`src/rtl/pc_sequencer_vliw.sv`:
```
// VLIW fetch-stage program counter with a circular return-address stack.
// State advances on the falling clock edge; reset is asynchronous and active-high.
module pc_sequencer_vliw #(
   parameter int unsigned WIDTH       = 32,
   parameter int unsigned ISSUE_BYTES = 8,
   parameter int unsigned RAS_DEPTH   = 4,
   parameter logic [WIDTH-1:0] RESET_PC = '0
) (
   input  logic                         clk,
   input  logic                         reset,
   input  logic                         stall,
   input  logic                         branchTaken,
   input  logic                         call,
   input  logic                         ret,
   input  logic [WIDTH-1:0]             branchTarget,
   output logic [WIDTH-1:0]             pcOut,
   output logic [WIDTH-1:0]             pcPlus,
   output logic [$clog2(RAS_DEPTH):0]   rasCount,
   output logic                         rasEmpty,
   output logic                         rasFull,
   output logic                         rasOverflow,
   output logic                         rasUnderflow
);

   localparam int unsigned PW = $clog2(RAS_DEPTH);
   localparam int unsigned CW = PW + 1;
   localparam logic [WIDTH-1:0] ALIGN_MASK = ~(WIDTH'(ISSUE_BYTES - 1));

   logic [WIDTH-1:0] pc_q, pc_d;
   logic [PW-1:0]    ptr_q, ptr_d;
   logic [CW-1:0]    count_q, count_d;
   logic             ovf_q, ovf_d;
   logic             unf_q, unf_d;
   logic             push;
   logic [PW-1:0]    top_idx;
   logic [WIDTH-1:0] target_aligned;
   logic [WIDTH-1:0] ras_q [RAS_DEPTH];

   assign pcPlus         = pc_q + WIDTH'(ISSUE_BYTES);
   assign target_aligned = branchTarget & ALIGN_MASK;
   assign top_idx        = ptr_q - 1'b1;

   // Priority: stall > ret > call > branchTaken > sequential.
   always_comb begin
      pc_d    = pc_q;
      ptr_d   = ptr_q;
      count_d = count_q;
      ovf_d   = ovf_q;
      unf_d   = unf_q;
      push    = 1'b0;
      if (!stall) begin
         if (ret) begin
            if (count_q != '0) begin
               pc_d    = ras_q[top_idx];
               ptr_d   = top_idx;
               count_d = count_q - 1'b1;
            end else begin
               pc_d  = pcPlus;
               unf_d = 1'b1;
            end
         end else if (call) begin
            pc_d  = target_aligned;
            push  = 1'b1;
            ptr_d = ptr_q + 1'b1;
            // When full the write lands on the oldest entry; depth stays saturated.
            if (count_q == CW'(RAS_DEPTH)) begin
               ovf_d = 1'b1;
            end else begin
               count_d = count_q + 1'b1;
            end
         end else if (branchTaken) begin
            pc_d = target_aligned;
         end else begin
            pc_d = pcPlus;
         end
      end
   end

   always_ff @(negedge clk or posedge reset) begin
      if (reset) begin
         pc_q    <= RESET_PC;
         ptr_q   <= '0;
         count_q <= '0;
         ovf_q   <= 1'b0;
         unf_q   <= 1'b0;
      end else begin
         pc_q    <= pc_d;
         ptr_q   <= ptr_d;
         count_q <= count_d;
         ovf_q   <= ovf_d;
         unf_q   <= unf_d;
      end
   end

   // Stack contents are don't-care after reset, so no reset on the storage.
   always_ff @(negedge clk) begin
      if (push) begin
         ras_q[ptr_q] <= pcPlus;
      end
   end

   assign pcOut        = pc_q;
   assign rasCount     = count_q;
   assign rasEmpty     = (count_q == '0);
   assign rasFull      = (count_q == CW'(RAS_DEPTH));
   assign rasOverflow  = ovf_q;
   assign rasUnderflow = unf_q;

endmodule

```
`config.mk`:
```
export PLATFORM = sky130hd
export DESIGN_NAME = pc_sequencer_vliw
export DESIGN_NICKNAME = d
export VERILOG_FILES = /design/src/rtl/pc_sequencer_vliw.sv
export SDC_FILE = /design/constraint.sdc
export NUM_CORES = 1
export LEC_CHECK = 0
export BUFFER_PORTS_ARGS = -buffer_cell sky130_fd_sc_hd__buf_4
export CORE_MARGIN = 2
export CORE_UTILIZATION = 30
export CTS_BUF_LIST = sky130_fd_sc_hd__clkbuf_16
export DETAILED_ROUTE_END_ITERATION = 6
export PLACE_DENSITY_LB_ADDON = 0.05
export SYNTH_ARGS = -nofsm -noshare
export SYNTH_HDL_FRONTEND = slang
export SYNTH_SLANG_ARGS = --single-unit
export TNS_END_PERCENT = 30
```
`constraint.sdc`:
```
create_clock -name clk -period 3.1 [get_ports clk]
set_input_delay 0.62 -clock clk [delete_from_list [all_inputs] [get_ports clk]]
set_output_delay 0.62 -clock clk [all_outputs]
set_load 0.1 [all_outputs]
```
Word-level counts from Yosys, hierarchy flattened --
Memory sizes are Yosys's and may differ from the RTL's. Cells that the tools add are included.
Word-level totals: register bits 39, memory bits (writable) 128, bits of input ports 38, output and inout port bits 71, logic and storage cells 40, memories kept 1
Cells by class: add/subtract/negate cells 5, equality and inequality tests 3, mux-type cells 16, bitwise operators 3, reduce and logical (&&, ||, !) cells 7
Memory list:
- ras_q | depth 4, width 32, rd ports 1, clocked after memory_dff 0, wr ports 1, line 37 | logic [WIDTH-1:0] ras_q [RAS_DEPTH];
Operators with widths (count):
- $mux 32 | 4
- $add 32x4->32 const B | 1
- $mux 3 | 4
- $reduce_and 4->1 | 2
- $mux 2 | 3
- $reduce_and 3->1 | 2
- $mux 1 | 5
- $add 3x1->3 const B | 1
- $eq 3x3->1 const B | 1
- $logic_not 3->1 | 1
- $not 1->1 | 3
- $reduce_bool 3->1 | 1
- $sub 3x1->3 const B | 1
- $add 2x1->2 const B | 1
- $ne 2x1->1 const B | 1
- $ne 2x2->1 const B | 1
- $reduce_bool 2->1 | 1
- $sub 2x1->2 const B | 1

Depth between registers and ports, before layout --
depth after elaboration 5, gate-level depth with buffers 11, gate-level depth less buffers 7

==> flow_metrics.env <==
export IMPL_status="complete, but fails checks"
export IMPL_violations="negative setup slack"
export IMPL_async_flop_share=0.234
export IMPL_crit_type="flop to output pin"
export IMPL_synth_edf_count=128
export IMPL_tightest_slew_ps=511
export IMPL_yosysUniqueCellTypes=55
export IMPL_fin_nets=975
export IMPL_dieHeight_um=163
export IMPL_drt_initial_drc_count=271
export IMPL_leakage_nw=5.75
export IMPL_path_max_fanout=3
export IMPL_start_kind="flop"
export IMPL_cts_tree="done"
export IMPL_final_area_mm2=0.0133
export IMPL_core_mm2=0.0250
export IMPL_worst_skew_pair_late_latency_ps=470
export IMPL_vias_per_cell=4.76
export IMPL_synth_top_cells_by_count="128 x edfxtp_1, 39 x dfrtn_1, 32 x mux4_2"
export IMPL_num_io_pins=109
export IMPL_dp_cells=1058
export IMPL_globalRoute_totalOverflow=0
export IMPL_hold_viol_final=0
export IMPL_dieWidth_um=163
export IMPL_regArea_mm2=0.00482
export IMPL_synthFlopType="edfxtp_1"
export IMPL_dp_hpwl_mm=15.9
export IMPL_htree_levels=4
export IMPL_slew_headroom=0.659
export IMPL_drcViolationCount=0
export IMPL_start_util=0.303
export IMPL_cpMostUsedCell="buf_12"
export IMPL_hold_buffers=0
export IMPL_ys_seq_elements=167
export IMPL_grt_pass1_wl_mm=37.5
export IMPL_synth_warnings=0
export IMPL_multi_input_area_mm2=0.00340
export IMPL_met3WireLength_mm=1.15
export IMPL_crit_chain="nand4_4 > buf_12 > nor4_4 > buf_4 > nand4_1 > buf_6 > xnor2_4 > buf_12"
export IMPL_netlist_instances=515
export IMPL_met2_length_mm=11.9
export IMPL_cap_violations=0
export IMPL_ir_drop_v=0.000708
export IMPL_first_pass_iters=4
export IMPL_arrival_ps=3830
export IMPL_synthTopCellsByArea="edfxtp_1 51%, dfrtn_1 13%, mux4_2 9.5%"
export IMPL_final_layout_size_suffix_gt1_frac=0.482
export IMPL_portBuffers=105
export IMPL_grt_pass1_vias=6606
export IMPL_clock_path_buffers=2
export IMPL_numCtsBuffers=17
export IMPL_required_ps=2480
export IMPL_finalWorstSetupSlack_ps=-1350
export IMPL_cts_sinks=167
export IMPL_yosysTopAreaCell="edfxtp_1"
export IMPL_post_layout_nonfiller_instances=1274
export IMPL_synth_area_mm2=0.00755
export IMPL_fill_cells=2194
export IMPL_slowest_delay_ps=460
export IMPL_met1_length_mm=10.8
export IMPL_routed_top_layer="met4"
export IMPL_worst_path_max_delay_cell="dfrtn_1"
export IMPL_globalplace_congestion=0.795
export IMPL_synth_top_cell_area_share=0.509
export IMPL_ant_nets=0
export IMPL_antenna_found_initial=0
export IMPL_wl_mm=24.1
export IMPL_holdCritPathClass="flop to flop"
export IMPL_synth_most_common_cell="edfxtp_1"
export IMPL_r2r_start="ptr_q[1]"
export IMPL_cp_end_kind="output pin"
export IMPL_setup_violations_final=74
export IMPL_utilization=0.531
export IMPL_worstRegToRegCells=7
export IMPL_worstReg2RegEnd="pcOut[9]"
export IMPL_synthToLayoutAreaGrowth_pct=75.5
export IMPL_syn_avg_cell_area_um2=14.7
export IMPL_fin_skew_ps=70.9
export IMPL_avgRoutedWirePerCell_um=18.9
export IMPL_rsz0062_at_grt="yes"
export IMPL_seq_area_frac_synth=0.638
export IMPL_rows=58
export IMPL_p_per_area_mw_per_mm2=1150
export IMPL_synth_net_count=559
export IMPL_num_vias=6060
export IMPL_gr_usage_all_layers=0.191
export IMPL_cts_root_buf="clkbuf_16"
export IMPL_clk_pin_slew_worst_paths_ps=50
export IMPL_postPlaceCellArea_mm2=0.0103
export IMPL_min_to="rasOverflow"
export IMPL_die_area_mm2=0.0265
export IMPL_setup_tns_ps=-44210
export IMPL_diodes=0
export IMPL_post_place_ws_ps=-1090
export IMPL_r2r_slack_ps=820
export IMPL_slew_viol_final=0
export IMPL_hold_depth=1
export IMPL_grt_max_degree=40
export IMPL_hp_start="rasOverflow"
[cell usage in the layout (no fill, tap or decap), drive strengths merged, types with 6 or more instances in the layout]
cell    instances
and2            6
nand4           9
mux2i           9
mux4           32
buf           304
o21ai          19
edfxtp        128
dfrtn          39
nor2           31
a221oi          8
a21oi          23
o22ai          14
nor2b           9
nand2          21
o31a            7
clkbuf         18
xnor2          26
inv           150
nand3          18
a22oi          12
[final cells by class]
cell class | count | share of cell area
inverter | 13 | 0.00425
timing repair buffer | 304 | 0.263
sequential | 167 | 0.364
clock buffer | 18 | 0.0340
tap | 330 | 0.0312
clock inverter | 142 | 0.0468
multi-input combinational | 300 | 0.257
[logic make-up after synthesis]
logic type / Yosys count / share of synthesized area
flip-flops: 167 / 0.638
AND/OR/NAND/NOR: 117 / 0.0853
AO/OA/AOI/OAI: 105 / 0.0948
buffers and inverters: 48 / 0.0275
multiplexers: 41 / 0.107
XOR/XNOR: 31 / 0.0360
adder cells (fa/ha/maj): 6 / 0.0109
[sequential cells by signal, indices dropped and copies added (netlist names)]
signal / count
pcOut: 32
rasOverflow: 1
ptr_q: 2
ras_q: 128
rasUnderflow: 1
rasCount: 3
[layer usage]
metal | vias up | global-route usage
met5 | - | 0
met4 | 0 | 0.0547
li1 | 2853 | -
met3 | 18 | 0.0413
met2 | 140 | 0.312
met1 | 3049 | 0.257
[worst max-delay path by stage]
stage,slack (ps),end,cells after the start,from
floorplan,-2160,pcPlus[28],4,pcOut[7]
global placement,-1090,pcPlus[30],7,pcOut[3]
detailed placement,-1090,pcPlus[30],7,pcOut[3]
CTS,-1390,pcPlus[31],8,pcOut[12]
global route,-1460,pcPlus[31],8,pcOut[11]
finish,-1350,pcPlus[31],8,pcOut[12]
[power by group]
group / internal (mW) / total [mW] / switching [mW]
clock network: 1.34 / 2.75 / 1.41
registers: 3.01 / 3.30 / 0.286
logic: 3.75 / 9.24 / 5.49
total: 8.10 / 15.3 / 7.19
[worst max-delay path, delay by kind of cell (launching register included)]
kind,cells,cell delay (ps)
flops,1,460
xor+xnor,1,170
simple gates,3,560
buf+inv,4,700
[what timing repair did]
| item | in CTS | in global routing |
|---|---|---|
| buffers inserted | 36 | 31 |
| gates resized for setup | 295 | 50 |
| setup endpoints to repair | 183 | 96 |
| pin swaps | 38 | 38 |
[through the flow]
stage          hold WS (ps)  total power, mW
6_report                475             15.3
5_1_grt                 492             16.1
4_1_cts                 491             15.2
3_5_place_dp            435             10.9
3_3_place_gp            406             10.9
2_1_floorplan           551             8.85
(Power assumes the default switching activity.)
